--- src/rtl/kgp_pkg.sv ---
// Shared definitions for the KGP-RISC instruction sequencer: word size,
// opcode map, FSM state encoding and bus-timer width.
package kgp_pkg;

  localparam int WORD  = 32;
  localparam int TMR_W = 8;

  localparam logic [5:0] OP_RTYPE = 6'h00;
  localparam logic [5:0] OP_ADDI  = 6'h01;
  localparam logic [5:0] OP_LW    = 6'h02;
  localparam logic [5:0] OP_SW    = 6'h03;
  localparam logic [5:0] OP_BR    = 6'h04;
  localparam logic [5:0] OP_J     = 6'h05;
  localparam logic [5:0] OP_HALT  = 6'h3F;

  typedef enum logic [2:0] {
    S_IDLE,
    S_FETCH,
    S_DECODE,
    S_EXEC,
    S_MEM,
    S_WB,
    S_HALT,
    S_ERROR
  } state_e;

endpackage

--- src/rtl/kgp_bus_timer.sv ---
// Bus-wait timeout counter. Cleared on every state change of the sequencer,
// counts cycles spent waiting for an ack, flags when the limit is reached.
module kgp_bus_timer
  import kgp_pkg::*;
#(
  parameter int unsigned LIMIT = 255
) (
  input  logic clk,
  input  logic rst_n,
  input  logic clr,
  input  logic tick,
  output logic expired
);

  logic [TMR_W-1:0] cnt_q, cnt_d;

  assign expired = (cnt_q == TMR_W'(LIMIT));

  // clear wins over tick; hold at the limit so the counter never wraps
  always_comb begin
    cnt_d = cnt_q;
    if (clr)                  cnt_d = '0;
    else if (tick && !expired) cnt_d = cnt_q + 1'b1;
  end

  // counter register
  always_ff @(posedge clk or negedge rst_n) begin
    if (!rst_n) cnt_q <= '0;
    else        cnt_q <= cnt_d;
  end

endmodule

--- src/rtl/kgp_instr_sequencer.sv ---
// Multi-cycle control FSM for the KGP-RISC core: fetches into the
// instruction register, walks DECODE/EXEC/MEM/WB, owns PC and instret.
module kgp_instr_sequencer
  import kgp_pkg::*;
#(
  parameter logic [WORD-1:0] RESET_PC    = 32'h0000_0000,
  parameter int unsigned     ACK_TIMEOUT = 255
) (
  input  logic            clk,
  input  logic            rst_n,
  input  logic            run,
  output logic            imem_req,
  output logic [WORD-1:0] imem_addr,
  input  logic            imem_ack,
  input  logic [WORD-1:0] imem_rdata,
  output logic [WORD-1:0] instr,
  input  logic [5:0]      opcode,
  input  logic [WORD-1:0] imm,
  input  logic [WORD-1:0] imm2,
  input  logic            branch_taken,
  output logic            dmem_req,
  output logic            dmem_we,
  input  logic            dmem_ack,
  output logic            rf_we,
  output logic [WORD-1:0] pc,
  output logic            halted,
  output logic            error,
  output logic [WORD-1:0] instret
);

  state_e          state_q, state_d;
  logic [WORD-1:0] pc_q, pc_d;
  logic [WORD-1:0] instr_q, instr_d;
  logic [WORD-1:0] instret_q, instret_d;
  logic            tmr_clr, tmr_tick, tmr_expired;

  // Strobes decode straight from the state register so an async reset
  // drops them immediately.
  assign imem_req  = (state_q == S_FETCH);
  assign imem_addr = imem_req ? pc_q : '0;
  assign dmem_req  = (state_q == S_MEM);
  assign dmem_we   = dmem_req && (opcode == OP_SW);
  assign rf_we     = (state_q == S_WB);
  assign halted    = (state_q == S_HALT);
  assign error     = (state_q == S_ERROR);
  assign instr     = instr_q;
  assign pc        = pc_q;
  assign instret   = instret_q;

  // Any state change restarts the wait count, so FETCH and MEM always
  // begin from zero; only an un-acked request cycle advances it.
  assign tmr_clr  = (state_d != state_q);
  assign tmr_tick = ((state_q == S_FETCH) && !imem_ack) ||
                    ((state_q == S_MEM)   && !dmem_ack);

  kgp_bus_timer #(.LIMIT(ACK_TIMEOUT)) u_timer (
    .clk     (clk),
    .rst_n   (rst_n),
    .clr     (tmr_clr),
    .tick    (tmr_tick),
    .expired (tmr_expired)
  );

  // Next-state, PC, instruction register and retire counter
  always_comb begin
    state_d   = state_q;
    pc_d      = pc_q;
    instr_d   = instr_q;
    instret_d = instret_q;
    unique case (state_q)
      S_IDLE: if (run) state_d = S_FETCH;
      S_FETCH: begin
        // an ack on the expiry cycle still completes the fetch
        if (imem_ack) begin
          instr_d = imem_rdata;
          state_d = S_DECODE;
        end else if (tmr_expired) begin
          state_d = S_ERROR;
        end
      end
      S_DECODE: state_d = S_EXEC;
      S_EXEC: begin
        unique case (opcode)
          OP_RTYPE, OP_ADDI: state_d = S_WB;
          OP_LW, OP_SW:      state_d = S_MEM;
          OP_BR: begin
            pc_d      = branch_taken ? pc_q + 32'd4 + imm : pc_q + 32'd4;
            instret_d = instret_q + 32'd1;
            state_d   = S_FETCH;
          end
          OP_J: begin
            pc_d      = pc_q + 32'd4 + imm2;
            instret_d = instret_q + 32'd1;
            state_d   = S_FETCH;
          end
          OP_HALT: state_d = S_HALT;
          default: state_d = S_ERROR;
        endcase
      end
      S_MEM: begin
        if (dmem_ack) begin
          if (opcode == OP_SW) begin
            pc_d      = pc_q + 32'd4;
            instret_d = instret_q + 32'd1;
            state_d   = S_FETCH;
          end else begin
            state_d = S_WB;
          end
        end else if (tmr_expired) begin
          state_d = S_ERROR;
        end
      end
      S_WB: begin
        pc_d      = pc_q + 32'd4;
        instret_d = instret_q + 32'd1;
        state_d   = S_FETCH;
      end
      S_HALT:  state_d = S_HALT;
      S_ERROR: state_d = S_ERROR;
      default: state_d = S_ERROR;
    endcase
  end

  // Architectural state registers
  always_ff @(posedge clk or negedge rst_n) begin
    if (!rst_n) begin
      state_q   <= S_IDLE;
      pc_q      <= RESET_PC;
      instr_q   <= '0;
      instret_q <= '0;
    end else begin
      state_q   <= state_d;
      pc_q      <= pc_d;
      instr_q   <= instr_d;
      instret_q <= instret_d;
    end
  end

endmodule
--- config.mk ---
export PLATFORM = sky130hd
export DESIGN_NAME = kgp_instr_sequencer
export DESIGN_NICKNAME = d
export VERILOG_FILES = /design/src/rtl/kgp_pkg.sv /design/src/rtl/kgp_bus_timer.sv /design/src/rtl/kgp_instr_sequencer.sv
export SDC_FILE = /design/constraint.sdc
export NUM_CORES = 1
export LEC_CHECK = 0
export BUFFER_PORTS_ARGS = -buffer_cell sky130_fd_sc_hd__buf_2
export CORE_MARGIN = 2
export CORE_UTILIZATION = 40
export DETAILED_ROUTE_END_ITERATION = 12
export GPL_TIMING_DRIVEN = 1
export PLACE_DENSITY_LB_ADDON = 0.05
export SYNTH_ARGS = -nofsm -noshare
export SYNTH_HDL_FRONTEND = slang
export SYNTH_SLANG_ARGS = --single-unit
--- constraint.sdc ---
create_clock -name clk -period 5.7 [get_ports clk]
set_input_delay 1.14 -clock clk [delete_from_list [all_inputs] [get_ports clk]]
set_output_delay 1.14 -clock clk [all_outputs]
set_load 0.03 [all_outputs]
==> metrics.md <==
| Metric | Value |
|---|---|
| DR WL/cell | approximately 19 um |
| Tmin final | 4700 ps |
| I/O Pins | ~240 |
| Worst Hold Class | flop to flop |
| Number of port buffers | between 200 and 250 |
| Fin util | 48.57% |
| Crit path buffers/inverters | 0 |
| Synth Area per Inst | about 8.4 um2 |
| Post-synthesis adder-cell area fraction | a little over 10% |
| Drt initial violations | between 600 and 700 |
| Post-cts sizing count | 0 |
| N_diodes | 0 |
| Final setup TNS | 0 ps |
| RSZ-0062 raised after global routing | no |
| Final #Nets | 1498 |
| Sequential share of power | 21.3% |
| Net Sw Power | between 3 and 4 mW |
| Vias per cell | 5.633 |
| Clock network power share | between 10% and 20% |
| Cell Area, Synth | about 9200 um2 |
| Seq cells post-synth | between 100 and 150 |
| DIE AREA | around 24000 um2 |
| Skew final | 10.24 ps |
| Tightest Pin Transition | between 1000 and 1500 ps |
| Syn_nets | around 1300 |
| Main combinational cell family by area after synthesis | compound AO/OA/AOI/OAI gates |
| Largest stage delay, worst path | between 500 and 600 ps |
| Lkg Pwr | 5.161 nW |
| Vias in the first global route | 8517 |
| CTS Sinks | ~110 |
| Post-route insts no fill | between 1500 and 2000 |
| Post-Synth XOR/XNOR Area | 11.21% |
| Number of max-cap violations | 0 |
| Yosys warns | 0 |
| Required time of the critical path | 5990 ps |
| Post-CTS setup buffers | 0 |
| Routability Congestion | ~0.9 |
| Cell Pwr Density | roughly 540 nW/um2 |
| Status | complete, no violations |
| Peak supply drop | 0.2303 mV |
| Filler instances | ~2300 |
| Worst-path cell chain | and4_1 -> nand2_1 -> nor2_1 -> and3_1 -> xor2_1 -> ha_1 -> a21oi_2 -> o21ai_1 -> or4_1 -> a21oi_1 -> a21boi_2 -> nor2_1 -> or4_4 -> a2111oi_2 -> and4b_1 -> a21oi_2 |
| Clk slew on worst S/H paths | roughly 80 ps |
| Cell Int Power | between 2 and 3 mW |
| First-pass GRT wire length | 47490 um |
| All-layer global routing usage | roughly 25% |
| Largest net degree at the start of global routing | 73 |
| Worst-case clock buffer depth | 2 |
| Vias | about 9000 |
| Final WL | between 30000 and 40000 um |
| Post-synthesis instance total | 1098 |
| Max frequency | about 210 MHz |
| Post-synth EDFFs | 0 |
| Multi-input logic area | around 6300 um2 |
| Final ANT Viol Nets | 0 |
| Final Hold Vio Count | 0 |
| CP max stage cell | or4_4 |
| Grt total ovfl | 0 |
| Drt first pass iters | 5 |
| Synth Area in Compound Gates | around a fifth |
| Row count | 55 |
| Simple-Gate Fraction of Synth Area | slightly above 20% |
| Part of the cycle the worst path needs | about 82% |
| Pre-CTS WS | about 1100 ps |
| Die height | between 150 and 200 um |
| Root Driver | clkbuf_16 |
| Synth cell types | 64 |
| Clk Latency, worst-skew pair | around 350 ps |
| Cts hold-fix bufs | 0 |
| Sequential area share after synthesis | around 29% |
| DRC | 0 |
| Slew Limit Fails | 0 |
| CTS buffer count | 9 |
| R2R setup slack | around 1000 ps |
| Type of destination of the critical path | flop |
| Initial antenna violation count | 1 |
| Die W | roughly 160 um |
| WS Path Type | flop to flop |
| Top_reg_cell synth | dfrtp_1 |
| FF+latch area | 2678 um2 |
| Max_slew headroom | roughly a fifth |
| Worst-path fanout max | 9 |
| Synth-to-layout area growth | 19.27% |
| Cell family with most CP delay | simple AND/OR/NAND/NOR gates |
| Async S/R FF share, synth | 100.0% |
| Switching share of power | between 50% and 60% |
| Share of layout cells above drive strength 1 | a little under a quarter |
| Worst setup SP type | flop |
| Post-synthesis mux area share | under 10% |
| CTS tree | yes |
| DP HPWL | about 24000 um |
| CTS H-tree depth | 3 |
| Core Box Area | approximately 23000 um2 |
| Pwr Total | roughly 6.0 mW |
| CP arrival | between 4000 and 5000 ps |
| Post-route worst setup slack | roughly 1000 ps |
| Placed Cells | ~1600 |
| Starting density of the core | 40.72% |
| Logic pwr share | 68.5% |
| Final setup fails | 0 |
worst register-to-register path: cells and delay by family, from the launching register on:
family | cells | cell delay (ps)
AOI/OAI and AO/OA | 6 | 1190
xor gates and xnor gates | 1 | 300
adders and majority gates | 1 | 340
DFF | 1 | 480
and+or+nand+nor | 8 | 2330
registers in the layout, summed over array words and instances (netlist names):
| name | cells |
|---|---|
| instret | 32 |
| pc | 32 |
| u_timer.cnt_q | 8 |
| state_q | 3 |
| instr | 32 |
cells by family after synthesis:
family | Yosys count
muxes | 36
xor gates and xnor gates | 118
AOI/OAI and AO/OA | 305
DFF | 107
and+or+nand+nor | 384
adders and majority gates | 75
buffers and inverters | 73
power groups by stage:
| stage | sequential (mW) | combinational (mW) | clock [mW] |
|---|---|---|---|
| after floorplan | 1.64 | 2.55 | 0 |
| after global placement | 1.28 | 4.06 | 0 |
| after detailed placement | 1.29 | 4.06 | 0 |
| after CTS | 1.28 | 4.08 | 0.631 |
| after global routing | 1.32 | 4.47 | 0.662 |
| final | 1.28 | 4.10 | 0.610 |
synthesized netlist by cell type, types with 7 or more instances:
master | number | area share, %
a211oi_1 | 12 | 0.98
nor2_1 | 88 | 3.6
a21o_1 | 32 | 2.6
nor2b_1 | 14 | 0.95
and3_1 | 23 | 1.6
a221oi_1 | 7 | 0.66
inv_1 | 26 | 1.1
clkbuf_1 | 43 | 1.8
and2_1 | 36 | 2.4
dfrtp_1 | 107 | 29
nand4_1 | 39 | 2.6
nor3_1 | 17 | 0.92
o21a_1 | 13 | 1.1
nand3_1 | 45 | 2.4
nand2_1 | 94 | 3.8
a21oi_1 | 91 | 4.9
o21ai_0 | 50 | 2.7
o21bai_1 | 14 | 1.1
mux2_2 | 33 | 4.0
ha_1 | 73 | 9.9
xor2_1 | 37 | 3.5
nand2b_1 | 8 | 0.54
a31oi_1 | 14 | 0.95
xnor2_1 | 81 | 7.7
a22oi_1 | 10 | 0.81
o22ai_1 | 18 | 1.2
worst paths after layout:
kind / from / end / cells after the start
worst max register to register: pc[4] / pc[31] / 16
worst min-delay path: instret[31] / instret[31] / 1
min in group asynchronous: rst_n / instret[9] / 1
worst min register to register: instret[31] / instret[31] / 1
worst max-delay path: pc[4] / pc[31] / 16
max in group asynchronous: rst_n / pc[18] / 2
placed cells by master, fill, tap and decap left out, types with 9 or more instances in the layout:
cell	instances
buf_4	13
nand4_1	39
nor2_1	86
nor2b_1	13
xor2_1	37
o21a_1	13
nor3_1	17
and2_1	36
a211oi_1	12
a22oi_1	10
a21o_1	32
o21ai_0	50
dfrtp_1	107
buf_2	240
ha_1	73
and3_1	23
inv_1	26
nand2_1	94
nand3_1	45
xnor2_1	81
a31oi_1	14
mux2_2	33
o22ai_1	17
clkbuf_16	9
a21oi_1	91
o21bai_1	14
area by class of cell:
class,instances,share of cell area [%]
Multi-Input combinational cell,918,57.11
Sequential cell,107,24.35
Timing Repair Buffer,253,11.81
Tap cell,285,3.243
Clock buffer,10,2.082
Inverter,26,0.8875
Clock inverter,6,0.5234
per-layer routing:
layer / GRT usage (%) / vias to the layer above / wire, um
met2: 39.49 / 322 / 13350
met3: 3.167 / 33 / 1797
met1: 35.52 / 4226 / 14670
li1: - / 4458 / -
met4: 6.247 / 2 / 512
met5: 0 / - / 13
through the flow:
| step | hold slack (ps) | cell area [um2] |
|---|---|---|
| after floorplan | 504.7 | 9220 |
| after global placement | 466.1 | 10710 |
| after detailed placement | 460.2 | 10710 |
| after CTS | 470.0 | 11000 |
| after global routing | 497.8 | 11000 |
| final | 468.6 | 11000 |
Note: power is estimated with default switching activity, not from simulation.
